===== config.mk =====
export PLATFORM = sky130hd
export DESIGN_NAME = branch_predictor
export DESIGN_NICKNAME = d
export VERILOG_FILES = /design/src/rtl/bp_pkg.sv /design/src/rtl/bp_sat_ctr.sv /design/src/rtl/branch_predictor.sv
export SDC_FILE = /design/constraint.sdc
export NUM_CORES = 2
export LEC_CHECK = 0
export ABC_CLOCK_PERIOD_IN_PS = 9050
export CORE_UTILIZATION = 27
export DETAILED_ROUTE_END_ITERATION = 7
export GPL_ROUTABILITY_DRIVEN = 1
export PLACE_DENSITY = 0.39
export SKIP_CTS_REPAIR_TIMING = 1
export SLEW_MARGIN = 20
export SYNTH_ARGS = -nofsm -noshare
export SYNTH_HDL_FRONTEND = slang
export SYNTH_SLANG_ARGS = --single-unit

===== constraint.sdc =====
create_clock -name clk -period 9.05 [get_ports clk]
set_input_delay 1.3575 -clock clk [delete_from_list [all_inputs] [get_ports clk]]
set_output_delay 1.3575 -clock clk [all_outputs]
set_load 0.05 [all_outputs]

===== src/rtl/bp_pkg.sv =====
// ============================================================================
// Module      : bp_pkg
// Description : Shared branch-type codes, counter encodings and the BTB entry
//               layout used by branch_predictor and its sub-module.
// Revision    : 1.0 - initial release
// ============================================================================
`default_nettype none

package bp_pkg;

  // Execute-stage branch type codes (2'b11 is treated as a non-branch)
  localparam logic [1:0] BR_NONE = 2'b00;
  localparam logic [1:0] BR_COND = 2'b01;
  localparam logic [1:0] BR_JUMP = 2'b10;

  // 2-bit direction counter states; bit 1 is the taken prediction
  localparam logic [1:0] CTR_SNT = 2'b00;
  localparam logic [1:0] CTR_WNT = 2'b01;
  localparam logic [1:0] CTR_WT  = 2'b10;
  localparam logic [1:0] CTR_ST  = 2'b11;

  // Tag is kept at its widest possible size (IDX_W >= 1) and zero-extended,
  // so one struct serves every ENTRIES setting.
  typedef struct packed {
    logic        valid;
    logic [29:0] tag;
    logic [31:0] target;
    logic [1:0]  ctr;
  } btb_entry_t;

endpackage

`default_nettype wire


===== src/rtl/bp_sat_ctr.sv =====
// ============================================================================
// Module      : bp_sat_ctr
// Description : Combinational 2-bit saturating counter next-state.
// Revision    : 1.0 - initial release
// ============================================================================
`default_nettype none

module bp_sat_ctr
  import bp_pkg::*;
(
  input  logic [1:0] i_ctr,
  input  logic       i_taken,
  output logic [1:0] o_ctr
);

  // Step toward the observed outcome, holding at either end of the range
  always_comb begin
    o_ctr = i_ctr;
    if (i_taken) begin
      if (i_ctr != CTR_ST) o_ctr = i_ctr + 2'd1;
    end else begin
      if (i_ctr != CTR_SNT) o_ctr = i_ctr - 2'd1;
    end
  end

endmodule

`default_nettype wire


===== src/rtl/branch_predictor.sv =====
// ============================================================================
// Module      : branch_predictor
// Description : Direct-mapped BTB with 2-bit direction counters. Combinational
//               fetch lookup, execute-stage training and mispredict redirect.
//               Optional statistics counters: BRANCH_PREDICTOR_STATS_EN.
// Revision    : 1.0 - initial release
// ============================================================================
`default_nettype none

module branch_predictor
  import bp_pkg::*;
#(
  parameter int ENTRIES = 16,
  parameter int IDX_W   = $clog2(ENTRIES)
) (
  input  logic        clk,
  input  logic        rst_n,
  input  logic [31:0] i_f_pc,
  output logic        o_pred_taken,
  output logic [31:0] o_pred_target,
  output logic [31:0] o_pred_next_pc,
  input  logic        i_e_valid,
  input  logic [1:0]  i_e_br_type,
  input  logic [31:0] i_e_pc,
  input  logic        i_e_take_branch,
  input  logic [31:0] i_e_target,
  input  logic        i_e_pred_taken,
  input  logic [31:0] i_e_pred_target,
  output logic        o_mispredict,
  output logic [31:0] o_redirect_pc,
  output logic [31:0] o_stat_branches,
  output logic [31:0] o_stat_mispredicts
);

  btb_entry_t       r_tab [ENTRIES];

  logic [IDX_W-1:0] w_f_idx, w_e_idx;
  logic [29:0]      w_f_tag, w_e_tag;
  btb_entry_t       w_f_ent, w_e_ent;
  logic             w_f_hit, w_e_hit;
  logic [31:0]      w_f_seq, w_e_seq;
  logic             w_rv, w_taken, w_stale;
  logic [1:0]       w_ctr_nxt;
  logic             w_unused_pc_lsbs;

  // ---------------- fetch-side lookup (reads pre-update contents) ---------
  assign w_f_idx        = i_f_pc[IDX_W+1:2];
  assign w_f_tag        = 30'(i_f_pc >> (IDX_W + 2));
  assign w_f_ent        = r_tab[w_f_idx];
  assign w_f_hit        = w_f_ent.valid && (w_f_ent.tag == w_f_tag);
  assign w_f_seq        = i_f_pc + 32'd4;
  assign o_pred_taken   = w_f_hit && w_f_ent.ctr[1];
  assign o_pred_target  = w_f_hit ? w_f_ent.target : w_f_seq;
  assign o_pred_next_pc = o_pred_taken ? o_pred_target : w_f_seq;

  // ---------------- execute-side resolve ----------------------------------
  assign w_e_idx = i_e_pc[IDX_W+1:2];
  assign w_e_tag = 30'(i_e_pc >> (IDX_W + 2));
  assign w_e_ent = r_tab[w_e_idx];
  assign w_e_hit = w_e_ent.valid && (w_e_ent.tag == w_e_tag);
  assign w_e_seq = i_e_pc + 32'd4;

  assign w_rv    = i_e_valid && ((i_e_br_type == BR_COND) || (i_e_br_type == BR_JUMP));
  // Jumps are unconditionally taken regardless of the condition logic
  assign w_taken = i_e_take_branch || (i_e_br_type == BR_JUMP);
  // A non-branch that carried a taken prediction came from a stale BTB hit
  assign w_stale = i_e_valid && !w_rv && i_e_pred_taken;

  assign o_mispredict  = rst_n &&
                         ((w_rv && ((w_taken != i_e_pred_taken) ||
                                    (w_taken && (i_e_pred_target != i_e_target)))) ||
                          w_stale);
  assign o_redirect_pc = (rst_n && w_rv && w_taken) ? i_e_target : w_e_seq;

  // PCs are word aligned; the low two bits carry no information
  assign w_unused_pc_lsbs = ^{i_f_pc[1:0], i_e_pc[1:0]};

  bp_sat_ctr u_sat_ctr (
    .i_ctr   (w_e_ent.ctr),
    .i_taken (w_taken),
    .o_ctr   (w_ctr_nxt)
  );

  // Table training: counter/target update on hit, allocate on taken miss,
  // invalidate on stale hit; reset drops any pending write
  always_ff @(posedge clk or negedge rst_n) begin
    if (!rst_n) begin
      for (int i = 0; i < ENTRIES; i++) begin
        r_tab[i] <= '{valid: 1'b0, tag: '0, target: '0, ctr: CTR_WNT};
      end
    end else if (w_rv) begin
      if (w_e_hit) begin
        r_tab[w_e_idx].ctr <= w_ctr_nxt;
        if (w_taken) r_tab[w_e_idx].target <= i_e_target;
      end else if (w_taken) begin
        r_tab[w_e_idx] <= '{valid: 1'b1, tag: w_e_tag, target: i_e_target, ctr: CTR_WT};
      end
    end else if (w_stale && w_e_hit) begin
      r_tab[w_e_idx].valid <= 1'b0;
    end
  end

`ifdef BRANCH_PREDICTOR_STATS_EN
  logic [31:0] r_stat_br;
  logic [31:0] r_stat_mp;

  // Free-running event counters, wrapping naturally at 32 bits
  always_ff @(posedge clk or negedge rst_n) begin
    if (!rst_n) begin
      r_stat_br <= '0;
      r_stat_mp <= '0;
    end else begin
      if (w_rv)         r_stat_br <= r_stat_br + 32'd1;
      if (o_mispredict) r_stat_mp <= r_stat_mp + 32'd1;
    end
  end

  assign o_stat_branches    = r_stat_br;
  assign o_stat_mispredicts = r_stat_mp;
`else
  assign o_stat_branches    = '0;
  assign o_stat_mispredicts = '0;
`endif

endmodule

`default_nettype wire


==> metrics <==
status completed; Core Util, Final between 30% and 40%; hold path start r_tab[353]$_DFFE_PN0P_; cells after synthesis 4480; setup slack after placement around 1300 ps; Clock Latency Late Sink ~750 ps; Final Critical Period 7832 ps; CTS tree done; synthesized area roughly 0.052 mm²; grt total ovfl 0; WP buf/inv 3; largest net degree at the start of global routing 174; crit end category primary output; Post-Route WL roughly 210 mm; Worst Setup Path Type in -> out; CP Data Required Time a little under 8000 ps; Largest Register r_tab; 1st-pass router iterations 5; Max Fanout on Critical Path 45; Primary FF master, synth dfrtp_1; nets approximately 4.7k; launch point of the worst reg-to-reg path r_tab[240]$_DFFE_PN0P_; max reg flops between 900 and 1k; Die Span Y ~440 µm; HPWL Detailed approximately 140 mm; all-layer global routing usage between 20% and 30%; CTS max path bufs 3; power consumption between 0.01 and 0.015 W; Rel. slew slack about 22%; Reg clk slew, reported paths around 50 ps; max-slew violations 0; post-route ant nets 0; layout cells sized above 1 between 20% and 30%; DIE WIDTH between 400 and 500 µm; worst-margin pin slew 1162 ps; DRC Markers 0; full die area about 0.20 mm²; Avg Cell Area, Syn 11.68 µm²; CTS Sinks ~1000; vias per std cell 5.057; Initial Util 27.18%; Setup Skew between 30 and 40 ps; Max Freq 0.1277 GHz; Hold Path Cell Cnt 2; peak supply drop about 0.00013 V; setup TNS 0 ps; Worst setup SP type input port; root buffer cell clkbuf_16; vias in the first global route around 38k; Final WS setup around 1200 ps; H-tree depth 3; Async S/R FF share, synth 100.0%; Seq/Total Area, Yosys 46.70%; RR Endpoint r_tab[705]$_DFFE_PN0P_; Core ar. 0.1926 mm²; worst hold path class reg -> reg; max-cap violation count 0; RSZ-0062 raised after global routing no; Boundary Pins between 200 and 300; EDFF count, synth 0; YS warnings 0; hold endpoint r_tab[353]$_DFFE_PN0P_; CP delay by family, top simple AND/OR/NAND/NOR gates; distinct cell type count after synthesis 67; #FFs+latches synth between 900 and 1k; port bufs between 200 and 250; Vias between 30k and 40k; most common cell after layout, fill and taps aside nand2_1; final hold violation count 0; initial DRC count 2597; data arrival time of the critical path around 6500 ps; Cell Chain, Critical Path buf_6 -> nor2b_1 -> a22o_1 -> or3_1 -> o2111ai_1 -> o31ai_1 -> nand4b_1 -> nor4_2 -> buf_4 -> mux2_2 -> clkdlybuf4s50_1; final period utilization 86.54%; Final Wtd Congestion 0.8343; leakage power approximately 28 nW; global-route wire length before repair 305.0 mm; commonest cells after routing, fill and taps aside nand2_1, dfrtp_1, mux2_2; WL per Instance about 30 µm; top flop regs r_tab: 976 flops; R2R cell count 10; final setup fails 0; Crit path largest cell delay 960 ps; number of CTS-inserted buffers 117; antenna violations before repair 14; R2R Setup Slk about 4000 ps; floorplan row count between 150 and 200; Layout area overhead 16.81%; P per Cell Area about 190 mW/mm²; Critical Path Slowest Stage Cell nor2b_1
-- metrics by stage --
stage	instance area, µm²	cells	hold slack [ps]
final	61140	7217	468.4
after global routing	61130	7214	457.6
after CTS	61120	7212	440.4
after detailed placement	57190	6998	458.3
after global placement	57190	6998	452.9
after floorplan	52570	4543	437.7
-- power by group --
part / internal [W] / switching, W / total, W
Sequential: 0.00479 / 0.000277 / 0.00507
Clock: 0.00284 / 0.00204 / 0.00488
Combinational: 0.000830 / 0.00105 / 0.00188
-- how the worst max path moves through the flow --
| stage | start | endpoint | cells past startpoint |
|---|---|---|---|
| after floorplan | i_f_pc[2] | o_pred_target[2] | 11 |
| after global placement | i_f_pc[2] | o_pred_target[3] | 12 |
| after detailed placement | i_f_pc[4] | o_pred_target[26] | 11 |
| after CTS | i_f_pc[4] | o_pred_target[7] | 11 |
| after global routing | i_f_pc[4] | o_pred_target[8] | 11 |
| final | i_f_pc[4] | o_pred_target[26] | 11 |
-- routing by layer --
layer	vias up	share of wire, %	GRT usage (%)
met2	886	50	37.74
met4	2	4.3	8.344
li1	15778	-	-
met5	-	0.0061	0
met1	19548	42	27.83
met3	282	3.3	2.191
-- logic make-up after synthesis --
logic type	synth area share [%]
and+or+nand+nor	11.85
muxes	31.30
DFF	46.70
buffers and inverters	4.425
AOI/OAI and AO/OA	2.603
xor gates and xnor gates	2.929
adders and majority gates	0.1865
other	0.007165
-- tightest hold or removal path, stage by stage (launching register included) --
cell,delay [ps]
dfrtp_1,330
nand2_1,50
nand2_1,50
-- layout make-up --
class / count / area [µm²]
repair buffers: 380 / 3498
flip-flops and latches: 976 / 24440
diodes: 5 / 12.51
fillers: 19443 / 131400
clock buffers: 169 / 3413
clock inverters: 45 / 513.0
multi-input cells: 3098 / 26030
well taps: 2526 / 3161
inverters: 18 / 67.56
-- cells in the mapped netlist, types with 15 or more instances --
| library cell | instances | area [µm²] |
|---|---|---|
| nand2_1 | 1248 | 4684 |
| dfrtp_1 | 960 | 24020 |
| mux2_2 | 456 | 5135 |
| mux4_2 | 367 | 8265 |
| clkbuf_1 | 265 | 994.7 |
| mux2_1 | 157 | 1768 |
| mux2i_1 | 121 | 1211 |
| nor2_1 | 119 | 446.7 |
| xnor2_1 | 118 | 1033 |
| buf_4 | 89 | 668.1 |
| a21oi_1 | 73 | 365.4 |
| xor2_1 | 57 | 499.2 |
| nand3_1 | 52 | 260.3 |
| buf_2 | 45 | 225.2 |
| o21ai_0 | 32 | 160.2 |
| buf_1 | 30 | 112.6 |
| nand4_1 | 25 | 156.4 |
| buf_6 | 22 | 247.7 |
| inv_1 | 17 | 63.81 |
| dfstp_2 | 16 | 420.4 |
| nor3_1 | 16 | 80.08 |
| a211oi_1 | 15 | 112.6 |
| a21o_1 | 15 | 112.6 |
| a22oi_1 | 15 | 112.6 |
Power figures use the tool's default switching activity.
